File: src/rtl/module_teclado_tx.sv
// Keypad emulator: replays a BCD number as timed Gray-coded key presses, MS digit first.
// Optional nibble range check (adds err output) enabled by defining TECLADO_TX_BCD_CHECK_EN.
module module_teclado_tx #(
  parameter int unsigned DIGITS      = 3,
  parameter int unsigned HOLD_CYCLES = 4,
  parameter int unsigned GAP_CYCLES  = 2
) (
  input  logic                  clk,
  input  logic                  rst,
  input  logic                  start,
  input  logic [4*DIGITS-1:0]   num_in,
  output logic                  ag,
  output logic                  bg,
  output logic                  cg,
  output logic                  dg,
  output logic                  key_valid,
  output logic                  busy,
  output logic                  done
`ifdef TECLADO_TX_BCD_CHECK_EN
  ,
  output logic                  err
`endif
);

  localparam int unsigned NUM_W     = 4 * DIGITS;
  localparam int unsigned PHASE_MAX = (HOLD_CYCLES > GAP_CYCLES) ? HOLD_CYCLES : GAP_CYCLES;
  localparam int unsigned CNT_W     = (PHASE_MAX > 1) ? $clog2(PHASE_MAX) : 1;
  localparam int unsigned DIG_W     = (DIGITS > 1) ? $clog2(DIGITS) : 1;

  localparam logic [1:0] ST_IDLE = 2'd0;
  localparam logic [1:0] ST_HOLD = 2'd1;
  localparam logic [1:0] ST_GAP  = 2'd2;
  localparam logic [1:0] ST_DONE = 2'd3;

  logic [1:0]       state_q, state_d;
  logic [CNT_W-1:0] cnt_q, cnt_d;
  logic [DIG_W-1:0] dig_q, dig_d;
  logic [NUM_W-1:0] sr_q, sr_d;

  function automatic logic [3:0] gray4(input logic [3:0] b);
    return b ^ (b >> 1);
  endfunction

`ifdef TECLADO_TX_BCD_CHECK_EN
  logic bad_q, bad_d;

  function automatic logic has_bad(input logic [NUM_W-1:0] v);
    logic b;
    b = 1'b0;
    for (int unsigned i = 0; i < DIGITS; i++) begin
      if (v[4*i +: 4] > 4'd9) b = 1'b1;
    end
    return b;
  endfunction
`endif

  // State and datapath registers
  always_ff @(posedge clk or negedge rst) begin
    if (!rst) begin
      state_q <= ST_IDLE;
      cnt_q   <= '0;
      dig_q   <= '0;
      sr_q    <= '0;
`ifdef TECLADO_TX_BCD_CHECK_EN
      bad_q   <= 1'b0;
`endif
    end else begin
      state_q <= state_d;
      cnt_q   <= cnt_d;
      dig_q   <= dig_d;
      sr_q    <= sr_d;
`ifdef TECLADO_TX_BCD_CHECK_EN
      bad_q   <= bad_d;
`endif
    end
  end

  // Next-state and datapath update
  always_comb begin
    state_d = state_q;
    cnt_d   = cnt_q;
    dig_d   = dig_q;
    sr_d    = sr_q;
`ifdef TECLADO_TX_BCD_CHECK_EN
    bad_d   = bad_q;
`endif
    unique case (state_q)
      ST_IDLE: begin
        if (start) begin
          sr_d    = num_in;
          dig_d   = DIG_W'(DIGITS - 1);
          cnt_d   = '0;
          state_d = ST_HOLD;
`ifdef TECLADO_TX_BCD_CHECK_EN
          bad_d   = has_bad(num_in);
          if (has_bad(num_in)) state_d = ST_DONE;
`endif
        end
      end
      ST_HOLD: begin
        if (cnt_q == CNT_W'(HOLD_CYCLES - 1)) begin
          cnt_d   = '0;
          state_d = ST_GAP;
        end else begin
          cnt_d = cnt_q + CNT_W'(1);
        end
      end
      ST_GAP: begin
        if (cnt_q == CNT_W'(GAP_CYCLES - 1)) begin
          cnt_d = '0;
          if (dig_q == '0) begin
            state_d = ST_DONE;
          end else begin
            dig_d   = dig_q - DIG_W'(1);
            sr_d    = sr_q << 4;
            state_d = ST_HOLD;
          end
        end else begin
          cnt_d = cnt_q + CNT_W'(1);
        end
      end
      ST_DONE: state_d = ST_IDLE;
      default: state_d = ST_IDLE;
    endcase
  end

  // Registered outputs decoded from the current state
  always_ff @(posedge clk or negedge rst) begin
    if (!rst) begin
      {ag, bg, cg, dg} <= 4'b0000;
      key_valid        <= 1'b0;
      busy             <= 1'b0;
      done             <= 1'b0;
`ifdef TECLADO_TX_BCD_CHECK_EN
      err              <= 1'b0;
`endif
    end else begin
      {ag, bg, cg, dg} <= (state_q == ST_HOLD) ? gray4(sr_q[NUM_W-1 -: 4]) : 4'b0000;
      key_valid        <= (state_q == ST_HOLD);
      busy             <= (state_q == ST_HOLD) || (state_q == ST_GAP);
      done             <= (state_q == ST_DONE);
`ifdef TECLADO_TX_BCD_CHECK_EN
      if ((state_q == ST_DONE) && bad_q) err <= 1'b1;
      else if (state_q == ST_HOLD)       err <= 1'b0;
`endif
    end
  end

endmodule

File: config.mk
export PLATFORM = sky130hd
export DESIGN_NAME = module_teclado_tx
export DESIGN_NICKNAME = d
export VERILOG_FILES = /design/src/rtl/module_teclado_tx.sv
export SDC_FILE = /design/constraint.sdc
export NUM_CORES = 1
export LEC_CHECK = 0
export ABC_CLOCK_PERIOD_IN_PS = 2400
export CORE_MARGIN = 5
export CORE_UTILIZATION = 54
export CTS_BUF_LIST = sky130_fd_sc_hd__clkbuf_4 sky130_fd_sc_hd__clkbuf_8
export DETAILED_ROUTE_END_ITERATION = 8
export PLACE_DENSITY = 0.87
export SLEW_MARGIN = 5
export SYNTH_ARGS = -nofsm -noshare
export SYNTH_HDL_FRONTEND = slang
export SYNTH_SLANG_ARGS = --single-unit
File: constraint.sdc
create_clock -name clk -period 2.4 [get_ports clk]
set_clock_uncertainty 0.1 [all_clocks]
set_input_delay 0.48 -clock clk [delete_from_list [all_inputs] [get_ports clk]]
set_output_delay 0.48 -clock clk [all_outputs]
set_load 0.05 [all_outputs]
; After elaboration in Yosys (flattened, before gate mapping)
; Cells that the tools add are included.
[classes]
n_reduce_logical = 8
n_bitwise = 1
n_addsub = 2
n_eq_ne = 9
muxes = 18
[op_table]
columns = cell, count
row1 = $mux 12, 3
row2 = $pmux 12 s2, 1
row3 = $mux 2, 10
row4 = $ne 2x2->1 const B, 4
row5 = $pmux 2 s4, 1
row6 = $eq 2x2->1 const B, 3
row7 = $pmux 2 s3, 1
row8 = $eq 2x1->1 const B, 2
row9 = $logic_not 2->1, 2
row10 = $mux 4, 1
row11 = $pmux 2 s2, 1
row12 = $reduce_and 4->1, 1
row13 = $xor 4x3->4, 1
row14 = $reduce_and 3->1, 1
row15 = $reduce_bool 3->1, 1
row16 = $add 2x1->2 const B, 1
row17 = $reduce_and 2->1, 1
row18 = $reduce_bool 2->1, 1
row19 = $sub 2x1->2 const B, 1
row20 = $logic_or 1x1->1, 1
[totals]
wordCells = 49
ff_bits = 25
out_inout_bits = 7
input_bits = 15

; Logic depth before layout (Yosys ltp)
; Gate-level depths: netlist of the first run.
[logic_depth]
depth_word = 4
depth_mapped = 7
ltp_nobuf = 5

; Least setup slack after synthesis of the first run
; OpenSTA, ideal clock, no wires.
[synth_timing]
path_type = register to register
start = register state_q[0]
end = register dig_q[1]
n_path_buf = 2
required_time_ps = 2175
arrival_time_ps = 1850
setup_ps = 125
slack_ps = 324
synth_period_minus_slack_ps = 2076
path_stages_with_launch = 8
path_cell_list = dfrtp_1 > inv_1 > ha_1 > buf_6 > nor2b_4 > a2111oi_4 > buf_8 > mux2_4
[synth_via]
elab_chain_cells = 3
elab_cells_between_ends = 8
cone_classes = eq/ne: 4 / mux: 1 / reduce/logical: 3
[synth_lines]
columns = element, line
row1 = from (decl), 35  ; logic [1:0] state_q, state_d;
row2 = from (signal assigned), 68  ; state_q <= state_d;
row3 = $eq 2x2->1 / $logic_not 2->1 (equally long branches), 87  ; unique case (state_q)
row4 = $ne 2x2->1 (no line) / $reduce_bool 2->1 (equally long branches), n/a
row5 = $reduce_and 4->1 (no line), n/a
row6 = to (signal assigned), 70  ; dig_q <= dig_d;
row7 = to (decl), 37  ; logic [DIG_W-1:0] dig_q, dig_d;
; Parallel ways exist; a longest one is shown, timed or not.
; A chain may end at the register's enable or synchronous reset.

; Worst setup path in the final report of the first run
[layout_timing]
start = register state_q[0]
end = register sr_q[0]
[layout_via]
elab_chain_cells = 3
elab_cells_between_ends = 8
cone_classes = eq/ne: 4 / mux: 1 / reduce/logical: 3
[layout_lines]
columns = element, line
row1 = $eq 2x2->1 / $logic_not 2->1 (equally long branches), 87
row2 = $ne 2x2->1 (no line) / $reduce_bool 2->1 (equally long branches), n/a
row3 = $reduce_and 4->1 (no line), n/a
row4 = to (signal assigned), 71  ; sr_q <= sr_d;
row5 = to (decl), 38  ; logic [NUM_W-1:0] sr_q, sr_d;
; Parallel ways exist; a longest one is shown, timed or not.

==> impl_results.md, run 1 <==
* Status: completed
* DRT antenna net count at 0
* Mapped Area at 0.00134 mm^2
* Fraction of layout cells with a size suffix above 1 at 24.6%
* Post-Syn Instances at 101
* Multi-input gate area at 644 um^2
* Vias at 788
* DIE AREA at 0.00357 mm^2
* # resized after CTS at 0
* Seq. cell area at 626 um^2
* Flop-to-flop setup slack at 0.30 ns
* IO buf count at 21
* Clk buf depth at 2
* Arr. time, crit path at 2.22 ns
* FF-to-FF Start: state_q[0]$_DFFE_PN0P_
* CP Launch Point: state_q[0]$_DFFE_PN0P_
* CP endpoint kind: flop
* Yosys reg bits at 25
* Clk slew on worst S/H paths at 0.13 ns
* Top-area cell type share of the netlist area at 46.9%
* Mean Syn Cell Area at 13.2 um^2
* Final Hold Vio Count at 0
* Pleak at 0.746 nW
* Post-route worst setup slack at 0.299 ns
* Area Growth Syn to Fin at 21.1%
* Post-CTS Setup Inserts at 0
* Most common cell in the netlist: dfrtp_1
* NumNets Final at 152
* Least-Margin Pin Slew at 0.501 ns
* Ant diodes at 0
* Total routed wirelength at 2290 um
* Largest cells by area after synthesis: dfrtp_1 (47%), mux2_4 (10%), mux2_2 (10%), ha_1 (9.4%), inv_1 (2.5%)
* Post-synthesis async set-or-reset flop share at 100%
* Hold slack final at 0.400 ns
* Initial Utilization at 55.4%
* Max Freq at 0.476 GHz
* Syn_nets at 126
* Yosys top cell by area: dfrtp_1
* Top FF cell, synth: dfrtp_1
* Pwr dens at 1420 mW/mm^2
* Syn. warnings at 0
* H-tree depth at 1
* Via/cell ratio at 5.05
* RR Endpoint: sr_q[0]$_DFFE_PN0P_
* Pre-CTS setup slack at 0.177 ns
* Hold Crit Class: input pin to asynchronous set/reset pin
* WP data required at 2.51 ns
* Fill cell count at 171
* Max IR drop VDD at 0.907 mV
* Worst Setup EP: sr_q[0]$_DFFE_PN0P_
* Largest net degree at the start of global routing at 26
* Placer congestion estimate at 0.730
* Clock net sink count at 25
* CP max FO at 14
* Die W at 59.7 um
* Final-report max-slew violation count at 0
* Total grt overflow at 0
* RSZ-0062 raised after global routing: no
* # DRC at 0
* Vert. Die Dim at 59.7 um
* Row Count at 18
* Clk Latency, worst-skew pair at 0.31 ns
* Max-cap violations at 0
* WL/cell at 14.7 um
* Hold buffers post-CTS at 0
* Dpl hpwl at 1770 um
* TNS Setup at 0 ns
* Sequential fraction of the synthesis area at 46.9%
* Clock Tree Root: clkbuf_4
* Post-synth top cells: dfrtp_1 (25), mux2_2 (12), ha_1 (10)
* Post-synth cell types at 24
* Vias in the first global route at 832
* Final min period at 2.10 ns
* Final period util at 87.5%
* Relative slew margins at 66.5%
* Pre-Repair DR Iteration Count at 3
* # setup viols final at 0
* All-Layer GR Usage at 14.4%
* I/O pin count at 22
* Worst reg-to-reg path cell count at 6
* Num CTS Buffers at 3
* Initial antenna violation count at 0
* Crit Path Class: flop to flop
* EDFF count, synth at 0
* Initial DRC Count at 25
* Core area at 0.00241 mm^2
* CTS tree: built
* CP startpoint kind: flop
* Global-route wire length before repair at 3850 um
-- critical path, stage by stage, from the launching register on --
cell	delay, ns
dfrtp_1	0.41
inv_1	0.12
ha_1	0.27
nor2b_4	0.16
a2111oi_4	0.38
buf_12	0.21
mux2_2	0.34
-- registers in the layout, summed over array words and instances, names as in the netlist, 2 cells and up --
register,cells
state_q,2
sr_q,12
dig_q,2
cnt_q,2
-- power breakdown --
group | total, mW | internal [mW] | switching [mW] | leakage [nW]
sequential | 0.741 | 0.617 | 0.124 | 0.307
combinational | 1.36 | 0.717 | 0.641 | 0.421
clock | 0.198 | 0.0762 | 0.122 | 0.0184
-- kinds of logic after synthesis --
| group | after synthesis | share of synthesized area, % |
|---|---|---|
| AOI/OAI and AO/OA | 7 | 5.15 |
| xor gates and xnor gates | 3 | 1.97 |
| and+or+nand+nor | 20 | 9.28 |
| muxes | 24 | 22.5 |
| DFF | 25 | 46.9 |
| adders and majority gates | 10 | 9.37 |
| buffers and inverters | 12 | 4.87 |
-- layout make-up --
type	count	area share (%)
Timing Repair Buffer	24	15.2
Tap cell	30	2.32
Inverter	9	2.09
Multi-Input combinational cell	64	39.9
Sequential cell	25	38.7
Clock buffer	4	1.86
-- layout by cell type, fill, tap and decap left out --
master	instances
nor2b_1	5
inv_1	9
dfrtp_1	25
mux2_2	12
nor2_1	2
clkdlybuf4s50_1	21
nand2b_1	1
mux2_4	9
a2bb2oi_1	1
clkbuf_4	4
nor4_1	1
and2_1	4
nand2_1	4
a21oi_1	1
nor2b_4	2
ha_1	10
xor2_1	3
buf_12	1
o21ai_0	1
buf_4	2
a22oi_1	2
mux2i_1	3
o31ai_1	1
a2111oi_4	1
nor3_1	1
-- per-stage QoR --
stage | cell area [um^2] | total power [mW] | std cells | util (%)
2_1_floorplan | 1340 | 1.81 | 101 | -
4_1_cts | 1620 | 2.32 | 156 | 67.1
6_report | 1620 | 2.30 | 156 | 67.1
3_3_place_gp | 1590 | 2.05 | 152 | 65.8
5_1_grt | 1620 | 2.46 | 156 | 67.1
3_5_place_dp | 1590 | 2.12 | 152 | 65.8
-- worst min-delay path by stage --
stage                              from                   to  slack, ns  depth (start not counted)
floorplan                           rst         ag$_DFF_PN0_       0.08                          0
global placement    sr_q[3]$_DFFE_PN0P_  sr_q[3]$_DFFE_PN0P_       0.39                          1
detailed placement  sr_q[1]$_DFFE_PN0P_  sr_q[1]$_DFFE_PN0P_       0.39                          1
CTS                                 rst         dg$_DFF_PN0_       0.41                          2
global route                        rst  sr_q[9]$_DFFE_PN0P_       0.41                          2
finish                              rst         dg$_DFF_PN0_       0.40                          2
-- routing by layer --
metal,vias to the layer above,part of all wire (%),GRT usage (%)
met3,5,3.8,2.59
met1,379,45,19.0
met2,14,49,24.2
li1,390,-,-
met5,-,0,0
met4,0,1.3,3.80
No activity file was read; power rests on OpenSTA's default activity.
==> inputs of run 2 (changes only) <==
--- a/config.mk
+++ b/config.mk
@@ -10,8 +10,10 @@
 export CORE_UTILIZATION = 54
 export CTS_BUF_LIST = sky130_fd_sc_hd__clkbuf_4 sky130_fd_sc_hd__clkbuf_8
 export DETAILED_ROUTE_END_ITERATION = 8
+export MAX_ROUTING_LAYER = met4
 export PLACE_DENSITY = 0.87
 export SLEW_MARGIN = 5
 export SYNTH_ARGS = -nofsm -noshare
 export SYNTH_HDL_FRONTEND = slang
 export SYNTH_SLANG_ARGS = --single-unit
+export TNS_END_PERCENT = 5
==> impl_results.md, run 2 (synthesis results as in run 1) <==
* Status: completed
* Final Util at 67.1%
* Dpl hpwl at 1770 um
* Global-route wire length before repair at 3860 um
* Vias at 788
* Relative slew margins at 66.5%
* Clk Latency, worst-skew pair at 0.31 ns
* Fraction of layout cells with a size suffix above 1 at 24.6%
* Logic gate share of total power at 59.1%
* CP max FO at 14
* Largest net degree at the start of global routing at 26
* All-Layer GR Usage at 14.8%
* Worst reg-to-reg path cell count at 6
* NumNets Final at 152
* Post-route worst setup slack at 0.299 ns
* Pleak at 0.746 nW
* Crit Path Class: flop to flop
* Pre-CTS setup slack at 0.177 ns
* WP data required at 2.51 ns
* Internal at 1.41 mW
* DIE AREA at 0.00357 mm^2
* WL/cell at 14.7 um
* Clock Tree Root: clkbuf_4
* Initial DRC Count at 24
* # setup viols final at 0
* CP Launch Point: state_q[0]$_DFFE_PN0P_
* Total power at 2.30 mW
* Least-Margin Pin Slew at 0.501 ns
* NetSw at 886 uW
* Placed cell area at 0.00159 mm^2
* Clk buf depth at 2
* Max IR drop VDD at 0.907 mV
* Arr. time, crit path at 2.22 ns
* Final-report max-slew violation count at 0
* Via/cell ratio at 5.05
* Pre-Repair DR Iteration Count at 3
* CP endpoint kind: flop
* Clock net sink count at 25
* Flop-to-flop setup slack at 0.30 ns
* FF-to-FF Start: state_q[0]$_DFFE_PN0P_
* Row Count at 18
* # resized after CTS at 0
* Hold Crit Class: input pin to asynchronous set/reset pin
* Top reg by flops: sr_q
* Final Hold Vio Count at 0
* Switch share at 38.6%
* Final min period at 2.10 ns
* Post-CTS Setup Inserts at 0
* Ant diodes at 0
* Vert. Die Dim at 59.7 um
* # DRC at 0
* Area Growth Syn to Fin at 21.1%
* H-tree depth at 1
* Die W at 59.7 um
* Dpl cells at 152
* Vias in the first global route at 832
* Clk slew on worst S/H paths at 0.13 ns
* Commonest non-fill, non-tap cell in the layout: dfrtp_1
* Total routed wirelength at 2290 um
* RR Endpoint: sr_q[0]$_DFFE_PN0P_
* Max-cap violations at 0
* I/O pin count at 22
* Worst Setup EP: sr_q[0]$_DFFE_PN0P_
* Hold slack final at 0.400 ns
* RSZ-0062 raised after global routing: no
* Final period util at 87.5%
* Fill cell count at 171
* Share of power burned in registers at 32.2%
* CP startpoint kind: flop
* Hold buffers post-CTS at 0
* Num CTS Buffers at 3
* Total grt overflow at 0
* Max Freq at 0.476 GHz
* Clock power frac at 8.6%
* Placer congestion estimate at 0.739
* Final non-filler cell total at 156
* Leading cell types in the layout, fill and taps excluded: dfrtp_1 (25), clkdlybuf4s50_1 (21), mux2_2 (12), ha_1 (10)
* Pwr dens at 1420 mW/mm^2
* Number of flip-flops in the largest register at 12
* TNS Setup at 0 ns
* CTS tree: built
* Cell area after layout at 0.00162 mm^2
* Core area at 0.00241 mm^2
* IO buf count at 21
* Initial Utilization at 55.4%
* DRT antenna net count at 0
* Initial antenna violation count at 0
==> run 2: cell counts in the layout (fill, tap and decap cells not counted) <==
No cell type changed its count.
==> run 2: worst min-delay path by stage <==
stage / cells after the start / endpoint / start
final: 2 / dg$_DFF_PN0_ / rst
after global routing: 2 / sr_q[9]$_DFFE_PN0P_ / rst
after CTS: 2 / dg$_DFF_PN0_ / rst
after detailed placement: 1 / sr_q[1]$_DFFE_PN0P_ / sr_q[1]$_DFFE_PN0P_
after global placement: 1 / sr_q[3]$_DFFE_PN0P_ / sr_q[3]$_DFFE_PN0P_
after floorplan: 0 / ag$_DFF_PN0_ / rst
==> run 2: routing by layer <==
layer	wire, um	vias up	GRT usage, %
met5	0	-	-
met4	29	0	3.80
met3	88	5	2.59
met2	1130	14	24.2
met1	1040	379	19.0
li1	-	390	-
==> run 2: final cells by class <==
cell class | instances | area, um^2 | area share (%)
multi-input cells | 64 | 644 | 39.9
flip-flops and latches | 25 | 626 | 38.7
repair buffers | 24 | 245 | 15.2
well taps | 30 | 37.5 | 2.32
inverters | 9 | 33.8 | 2.09
clock buffers | 4 | 30.0 | 1.86
==> run 2: power groups by stage <==
stage,clock network (mW),logic (mW),registers [mW]
detailed placement,0,1.37,0.751
finish,0.198,1.36,0.741
global placement,0,1.31,0.739
global route,0.219,1.47,0.764
CTS,0.202,1.37,0.740
floorplan,0,0.947,0.865
==> run 2: worst max-delay path, stage by stage (launching register included) <==
cell       delay [ns]
dfrtp_1          0.41
inv_1            0.12
ha_1             0.27
nor2b_4          0.16
a2111oi_4        0.38
buf_12           0.21
mux2_2           0.34
